`config.mk`:
```
export PLATFORM = sky130hd
export DESIGN_NAME = i2s_transmitter
export DESIGN_NICKNAME = d
export VERILOG_FILES = /design/src/rtl/audio_pkg.sv /design/src/rtl/bclk_divider.sv /design/src/rtl/i2s_transmitter.sv
export SDC_FILE = /design/constraint.sdc
export NUM_CORES = 1
export LEC_CHECK = 0
export CORE_MARGIN = 2
export CORE_UTILIZATION = 46
export CTS_CLUSTER_DIAMETER = 30
export DETAILED_ROUTE_END_ITERATION = 12
export GPL_TIMING_DRIVEN = 0
export PLACE_DENSITY = 0.68
export SETUP_SLACK_MARGIN = 0.4
export SLEW_MARGIN = 10
export SYNTH_ARGS = -nofsm -noshare
export SYNTH_HDL_FRONTEND = slang
export SYNTH_SLANG_ARGS = --single-unit
```
`constraint.sdc`:
```
create_clock -name clk -period 2 [get_ports clk]
set_clock_uncertainty 0.05 [all_clocks]
set_input_delay 0.2 -clock clk [delete_from_list [all_inputs] [get_ports clk]]
set_output_delay 0.2 -clock clk [all_outputs]
set_load 0.02 [all_outputs]
```
`src/rtl/audio_pkg.sv`:
```
// Shared audio definitions used by the synthesizer output path and the I2S transmitter.
//   SAMPLE_WIDTH : width of one mono PCM sample
//   FRAME_BITS   : bits per I2S frame (left + right slots)
//   sample_t     : signed two's-complement sample as produced by the synthesizer
//   frame_t      : one full frame worth of serial data
//   slot_t       : bit-slot index within a frame (0..31)
package audio_pkg;

  localparam int unsigned SAMPLE_WIDTH = 16;
  localparam int unsigned FRAME_BITS   = 32;
  localparam int unsigned SLOT_BITS    = 5;

  typedef logic signed [SAMPLE_WIDTH-1:0] sample_t;
  typedef logic [FRAME_BITS-1:0]          frame_t;
  typedef logic [SLOT_BITS-1:0]           slot_t;

  localparam slot_t LAST_SLOT = slot_t'(FRAME_BITS - 1);

  // Word select leads the data by one bit: it reflects the channel of the *next* slot,
  // so it is high for slots 15..30 and low for 31 and 0..14.
  function automatic logic lrclk_for_slot(input slot_t s);
    slot_t nxt;
    nxt = s + slot_t'(1);
    return nxt[SLOT_BITS-1];
  endfunction

  // Mono to stereo: the same sample goes out in the left and the right slot.
  function automatic frame_t dup_sample(input sample_t s);
    return {s, s};
  endfunction

endpackage

```
`src/rtl/bclk_divider.sv`:
```
// Bit-clock generator for the I2S transmitter.
// Counts CLK_DIV system clocks per BCLK half-period and toggles bclk on each wrap.
//   clk     : system clock
//   reset_n : synchronous active-low reset (bclk low, counter 0)
//   bclk    : registered bit-clock level
//   rise    : high during the clk cycle whose closing edge drives bclk 0->1
//   fall    : high during the clk cycle whose closing edge drives bclk 1->0
// The strobes are combinational so that logic clocked on the same edge as the toggle
// changes in lock-step with bclk itself.
module bclk_divider #(
  parameter int unsigned CLK_DIV = 8
) (
  input  logic clk,
  input  logic reset_n,
  output logic bclk,
  output logic rise,
  output logic fall
);

  localparam int unsigned CntW = (CLK_DIV > 1) ? $clog2(CLK_DIV) : 1;
  localparam logic [CntW-1:0] CntMax = CntW'(CLK_DIV - 1);

  if (CLK_DIV < 2) begin : g_bad_div
    $error("bclk_divider: CLK_DIV must be at least 2");
  end

  logic [CntW-1:0] cnt_q, cnt_d;
  logic            bclk_q, bclk_d;
  logic            wrap;

  assign wrap = (cnt_q == CntMax);

  always_comb begin
    cnt_d  = cnt_q + CntW'(1);
    bclk_d = bclk_q;
    if (wrap) begin
      cnt_d  = '0;
      bclk_d = ~bclk_q;
    end
  end

  always_ff @(posedge clk) begin
    if (!reset_n) begin
      cnt_q  <= '0;
      bclk_q <= 1'b0;
    end else begin
      cnt_q  <= cnt_d;
      bclk_q <= bclk_d;
    end
  end

  assign bclk = bclk_q;
  assign rise = wrap & ~bclk_q;
  assign fall = wrap & bclk_q;

endmodule

```
`src/rtl/i2s_transmitter.sv`:
```
// I2S (Philips) transmitter for a 16-bit mono sample stream.
// Each accepted sample is sent in both the left and the right slot of one 32-bit frame.
// A one-deep holding register decouples the producer; when no fresh sample is waiting
// at a frame boundary the previous sample is repeated and underrun pulses.
//   clk          : system clock, all logic on the rising edge
//   reset_n      : synchronous active-low reset
//   sample       : signed sample from the synthesizer
//   sample_valid : sample present
//   sample_ready : holding register empty; a transfer happens on valid & ready
//   frame_start  : one-cycle pulse on every frame load
//   underrun     : one-cycle pulse when a frame loads with the holding register empty
//   i2s_bclk     : bit clock, 2*CLK_DIV clk period
//   i2s_lrclk    : word select, 0 = left, 1 = right
//   i2s_sdata    : serial data, MSB first, changes on bclk falling edges
module i2s_transmitter
  import audio_pkg::*;
#(
  parameter int unsigned CLK_DIV = 8
) (
  input  logic                    clk,
  input  logic                    reset_n,
  input  logic [SAMPLE_WIDTH-1:0] sample,
  input  logic                    sample_valid,
  output logic                    sample_ready,
  output logic                    frame_start,
  output logic                    underrun,
  output logic                    i2s_bclk,
  output logic                    i2s_lrclk,
  output logic                    i2s_sdata
);

  logic fall;
  logic unused_rise;

  bclk_divider #(
    .CLK_DIV(CLK_DIV)
  ) u_bclk_divider (
    .clk    (clk),
    .reset_n(reset_n),
    .bclk   (i2s_bclk),
    .rise   (unused_rise),
    .fall   (fall)
  );

  slot_t   slot_q, slot_d;
  frame_t  shift_q, shift_d;
  sample_t hold_q, hold_d;
  sample_t last_q, last_d;
  logic    hold_full_q, hold_full_d;
  logic    lrclk_q, lrclk_d;
  logic    frame_start_q, frame_start_d;
  logic    underrun_q, underrun_d;

  logic accept;
  logic load;
  logic release_hold;

  assign accept = sample_valid & ~hold_full_q;
  // Frame boundary: the fall event that moves the slot counter from 31 back to 0.
  assign load   = fall & (slot_q == LAST_SLOT);
  // The consumed sample stays marked as held through the frame_start cycle, so ready
  // comes back one cycle after frame_start. An underrun load consumed nothing, and a
  // sample accepted on that very edge must stay put for the next frame.
  assign release_hold = frame_start_q & ~underrun_q;

  always_comb begin
    slot_d        = slot_q;
    lrclk_d       = lrclk_q;
    shift_d       = shift_q;
    last_d        = last_q;
    hold_d        = hold_q;
    hold_full_d   = hold_full_q;
    frame_start_d = load;
    underrun_d    = load & ~hold_full_q;

    if (fall) begin
      slot_d  = slot_q + slot_t'(1);
      lrclk_d = lrclk_for_slot(slot_d);
      if (load) begin
        // Load decides on the hold state before this edge; no bypass of a same-cycle accept.
        shift_d = dup_sample(hold_full_q ? hold_q : last_q);
      end else begin
        shift_d = {shift_q[FRAME_BITS-2:0], 1'b0};
      end
    end

    if (load && hold_full_q) begin
      last_d = hold_q;
    end

    if (release_hold) begin
      hold_full_d = 1'b0;
    end else if (accept) begin
      hold_full_d = 1'b1;
      hold_d      = sample_t'(sample);
    end
  end

  always_ff @(posedge clk) begin
    if (!reset_n) begin
      slot_q        <= LAST_SLOT;
      lrclk_q       <= 1'b0;
      shift_q       <= '0;
      last_q        <= '0;
      hold_q        <= '0;
      hold_full_q   <= 1'b0;
      frame_start_q <= 1'b0;
      underrun_q    <= 1'b0;
    end else begin
      slot_q        <= slot_d;
      lrclk_q       <= lrclk_d;
      shift_q       <= shift_d;
      last_q        <= last_d;
      hold_q        <= hold_d;
      hold_full_q   <= hold_full_d;
      frame_start_q <= frame_start_d;
      underrun_q    <= underrun_d;
    end
  end

  assign sample_ready = ~hold_full_q;
  assign frame_start  = frame_start_q;
  assign underrun     = underrun_q;
  assign i2s_lrclk    = lrclk_q;
  assign i2s_sdata    = shift_q[FRAME_BITS-1];

endmodule

```
# After elaboration in Yosys (flattened, before gate mapping)
# Index checks and enable logic that the tools add are counted.
word_totals:
  register_bits: 77
  output_inout_bits: 6
  in_bits: 19
  elab_cells: 31
op_classes:
  n_mux: 2
  n_eq_ne: 2
  bitwise: 10
  addsub: 3
  reduce_logical: 4
ops:
  columns: ["op", "n"]
  rows:
  - ["two-way mux 32 bit", 1]
  - ["two-way mux 16 bit", 1]
  - ["adder 5 x 1 -> 5 bit (second input constant)", 2]
  - ["AND 1 bit", 5]
  - ["equality test 5 bit (second input constant)", 1]
  - ["inverter 1 bit", 5]
  - ["OR reduction 2 bit", 2]
  - ["adder 3 x 1 -> 3 bit (second input constant)", 1]
  - ["equality test 3 bit (second input constant)", 1]
  - ["AND reduction 2 bit", 1]
  - ["logical AND 1 bit", 1]

# Depth between registers and ports, before layout
logic_depth:
  word_depth: 4
  ltp_mapped: 8
  mapped_depth_nobuf: 7

# Modules after synthesis
# A second synthesis with hierarchy kept.
hier_totals:
  cells_unflattened: 378
  hier_area_um2: 3350.7
modules_own_cells:
  columns: ["mod", "instances", "seq_area_each_um2", "area_each_um2", "cells_per_inst"]
  rows:
  - ["i2s_transmitter", 1, 1461.4, 3186.8, 365]
  - ["bclk_divider", 1, 80.1, 163.9, 13]

# Worst setup path before layout
# Ideal clock, no wire load.
synth_timing:
  kind: "reg-to-reg"
  start: "reg slot_q[0]"
  end: "reg shift_q[10]"
  required_ps: 1834
  arrival_time_ps: 1618
  path_buffers: 1
  stages_incl_launch_ff: 9
  path_slack_ps: 217
  period_less_slack_ps: 1783
  setup_ps: 116
  cell_sequence: "dfxtp_1 > ha_1 > and3_1 > ha_1 > inv_1 > buf_1 > o21ai_1 > a21oi_1 > nor2_1"
synth_via:
  elab_chain_len: 3
synth_rtl:
  columns: ["item", "line_no", "text"]
  rows:
  - ["from (decl)", "i2s_transmitter.sv:45", "slot_t slot_q, slot_d;"]
  - ["from (signal assigned)", "i2s_transmitter.sv:110", "slot_q <= slot_d;"]
  - ["equality test 5 bit", "i2s_transmitter.sv:60", "assign load = fall & (slot_q == LAST_SLOT);"]
  - ["AND 1 bit", "i2s_transmitter.sv:60", null]
  - ["two-way mux 32 bit", "i2s_transmitter.sv:79", "if (load) begin"]
  - ["to (signal assigned)", "i2s_transmitter.sv:112", "shift_q <= shift_d;"]
  - ["to (decl)", "i2s_transmitter.sv:46", "frame_t shift_q, shift_d;"]
# Every way passes these cells.
# A chain may end at the register's enable or synchronous reset.

# Worst setup path after layout
layout_timing:
  start: "reg slot_q[0]"
  end: "reg lrclk_q (netlist: i2s_lrclk)"
layout_via:
  elab_chain_len: 2
layout_rtl:
  columns: ["item", "line_no", "text"]
  rows:
  - ["adder 5 x 1 -> 5 bit", "i2s_transmitter.sv:77", "slot_d = slot_q + slot_t'(1);"]
  - ["adder 5 x 1 -> 5 bit", "audio_pkg.sv:23", "nxt = s + slot_t'(1);"]
  - ["to (signal assigned)", "i2s_transmitter.sv:111", "lrclk_q <= lrclk_d;"]
  - ["to (decl)", "i2s_transmitter.sv:50", "logic lrclk_q, lrclk_d;"]
# Every way passes these cells.

==> metrics.txt <==
Core Area 6830 µm²; Reg-to-Reg Start slot_q[0]; Yosys reg bits slightly below 80; CP Class reg -> reg; TritonCTS clock tree built; Die H 88.0 µm; XOR/XNOR Fraction of Synth Area roughly 1.3%; leakage 1.72 nW; number of H-tree levels 3; Startpoint Class register; DR iter-0 viols 196; Synth Area in Adders 1.93%; Via density between 5 and 6; largest net degree at the start of global routing 14; GPL Wtd Cong 0.799; vias in the first global route 2604; register area between 1500 and 2000 µm²; min-delay src sample[7]; hold buffers post-CTS 0; Relative slew margins between 60 and 70%; TritonRoute pass-1 iters 4; most frequent cells in the layout dfxtp_1, nand2_1, a21oi_1, nor2_1, a21boi_1; Die Wd around 90 µm; Final min period about 1600 ps; # DRC 0; Synth Area in Simple Gates 18.0%; Routed WL 7530 µm; Max clock buf depth 2; mux share of post-synthesis cell area ~5.3%; CTS Sinks 77; final net count 451; synth unique cells 38; Critical Path End Type register; period utilization 81.0%; Site Rows 30; clk_lat worst skew 360 ps; Final Hold Violating Endpoints 0; TNS Setup 0 ps; area of the multi-input gates 1700 µm²; I/O Buffers 24; post-DR wirelength/cell between 10 and 15 µm; antenna violations before repair 0; cts bufs inserted 9; mean post-synth cell area ~8.6 µm²; hold depth 3; commonest non-fill, non-tap cell in the layout dfxtp_1; Register-to-Register Path Depth 7; initial core utilization 47.5%; Worst EP arrival 1810 ps; Clock transition at path regs roughly 80 ps; Syn Inst Count between 300 and 400; Design Area, Final 4240 µm²; Placed Area 3640 µm²; Seq/Total Area, Yosys 47.5%; maximum vdd drop 0.495 mV; io pins 25; Inserted Diodes 0; synth warn 0; final core utilization 62.1%; Compound-Gate Fraction of Synth Area 20.6%; Worst-Margin Slew between 400 and 500 ps; root buffer cell clkbuf_8; area delta synth->final 30.6%; status finished, final reports clean; CP required roughly 2200 ps; Routed Antenna Nets 0; via count around 2700; Die ar. 7750 µm²; Hold WS approximately 320 ps; Max FO, Critical Path 5; first-pass GRT wire length 12100 µm; filler cell count 588; Post-Syn Nets 400; PwrDens 713 nW/µm²; layout cell share with drive strength beyond 1 22.2%; max-slew violation count 0; GRT overflow 0; hpwl dp 4870 µm; GRT Resource Usage Total between 20% and 30%; FMAX 617 MHz; Setup Viol. Count Final 0; Mapped Area 3250 µm²; main combinational cell family by area after synthesis compound AO/OA/AOI/OAI gates; worst hold path class in -> reg; Critical Path Source slot_q[0]; Max Cap Viol 0; RSZ-0062 raised after global routing true
==> flip-flops by register name, summed over array words and instances (netlist names) <==
| name | flops |
|---|---|
| shift_q | 32 |
| hold_q | 16 |
| last_q | 16 |
| slot_q | 5 |
| u_bclk_divider.cnt_q | 3 |
| frame_start | 1 |
| hold_full_q | 1 |
| i2s_lrclk | 1 |
| u_bclk_divider.bclk | 1 |
| underrun | 1 |
==> metal layers <==
metal,part of all wire [%],GRT usage (%),up-vias
li1,-,-,1378
met1,46,26.6,1307
met2,48,32.6,49
met3,4.1,4.52,12
met4,1.7,6.61,0
met5,0,0,-
==> worst paths after layout <==
check	to	slack, ps
max reg2reg	i2s_lrclk	380
max	i2s_lrclk	380
min	hold_q[7]	320
min reg2reg	u_bclk_divider.cnt_q[0]	390
==> kinds of logic (layout without fill, tap and decap cells) <==
group,after synthesis,count (layout)
flops,77,77
fa+ha+maj,5,5
mux,17,17
simple gates,128,128
xor+xnor,5,5
buf+inv,29,85
compound gates,115,115
==> repair_timing <==
item,4_1_cts,5_1_grt
pin swaps,3,19
setup buffers,9,2
gates cloned,1,4
endpoints found under the setup margin,57,52
resized for setup,32,60
==> synth_stat cells (all sizes together) <==
| library cell | number | share of area, % |
|---|---|---|
| dfxtp | 77 | 47 |
| nand2 | 74 | 8.6 |
| o21ai | 47 | 7.2 |
| a21oi | 33 | 5.1 |
| a21boi | 32 | 7.4 |
| nor2 | 32 | 3.7 |
| buf | 19 | 4.3 |
| mux2i | 16 | 4.9 |
| clkbuf | 7 | 0.81 |
| ha | 5 | 1.9 |
| and2 | 3 | 0.58 |
| and3 | 3 | 0.58 |
| inv | 3 | 0.35 |
| nor2b | 3 | 0.81 |
| nor3 | 3 | 0.81 |
| xor2 | 3 | 0.81 |
| and3b | 2 | 0.54 |
| nand3 | 2 | 0.46 |
| nor3b | 2 | 0.81 |
| o211ai | 2 | 0.62 |
| xnor2 | 2 | 0.54 |
| a2111oi | 1 | 0.27 |
| mux2 | 1 | 0.35 |
| nand4 | 1 | 0.19 |
| nor4 | 1 | 0.39 |
| or3 | 1 | 0.19 |
| or3b | 1 | 0.27 |
==> power breakdown <==
part	switching [mW]	internal (mW)
sequential	0.0239	1.55
clock	0.581	0.695
combinational	0.0802	0.0906
total	0.685	2.34
==> stage by stage <==
step	power [mW]	setup WS (ps)	std cells
final	3.03	380	528
after global routing	3.12	326	528
after CTS	3.02	367	522
after detailed placement	1.78	193	496
after global placement	1.77	234	496
after floorplan	1.71	418	376
==> worst max-delay path: stages, from the launching register on <==
cell	delay [ps]
dfxtp_4	360
ha_4	150
and3_4	180
ha_4	290
nand2_2	60
mux2_2	270
nor2_2	90
nor4_2	50
==> area by class of cell <==
| type | instances | area share, % |
|---|---|---|
| Multi-Input combinational cell | 270 | 40.0 |
| Sequential cell | 77 | 36.6 |
| Timing Repair Buffer | 40 | 10.0 |
| Buffer | 26 | 5.16 |
| Clock buffer | 9 | 2.92 |
| Tap cell | 96 | 2.83 |
| Clock inverter | 7 | 2.12 |
| Inverter | 3 | 0.324 |
Power figures use the tool's default switching activity.
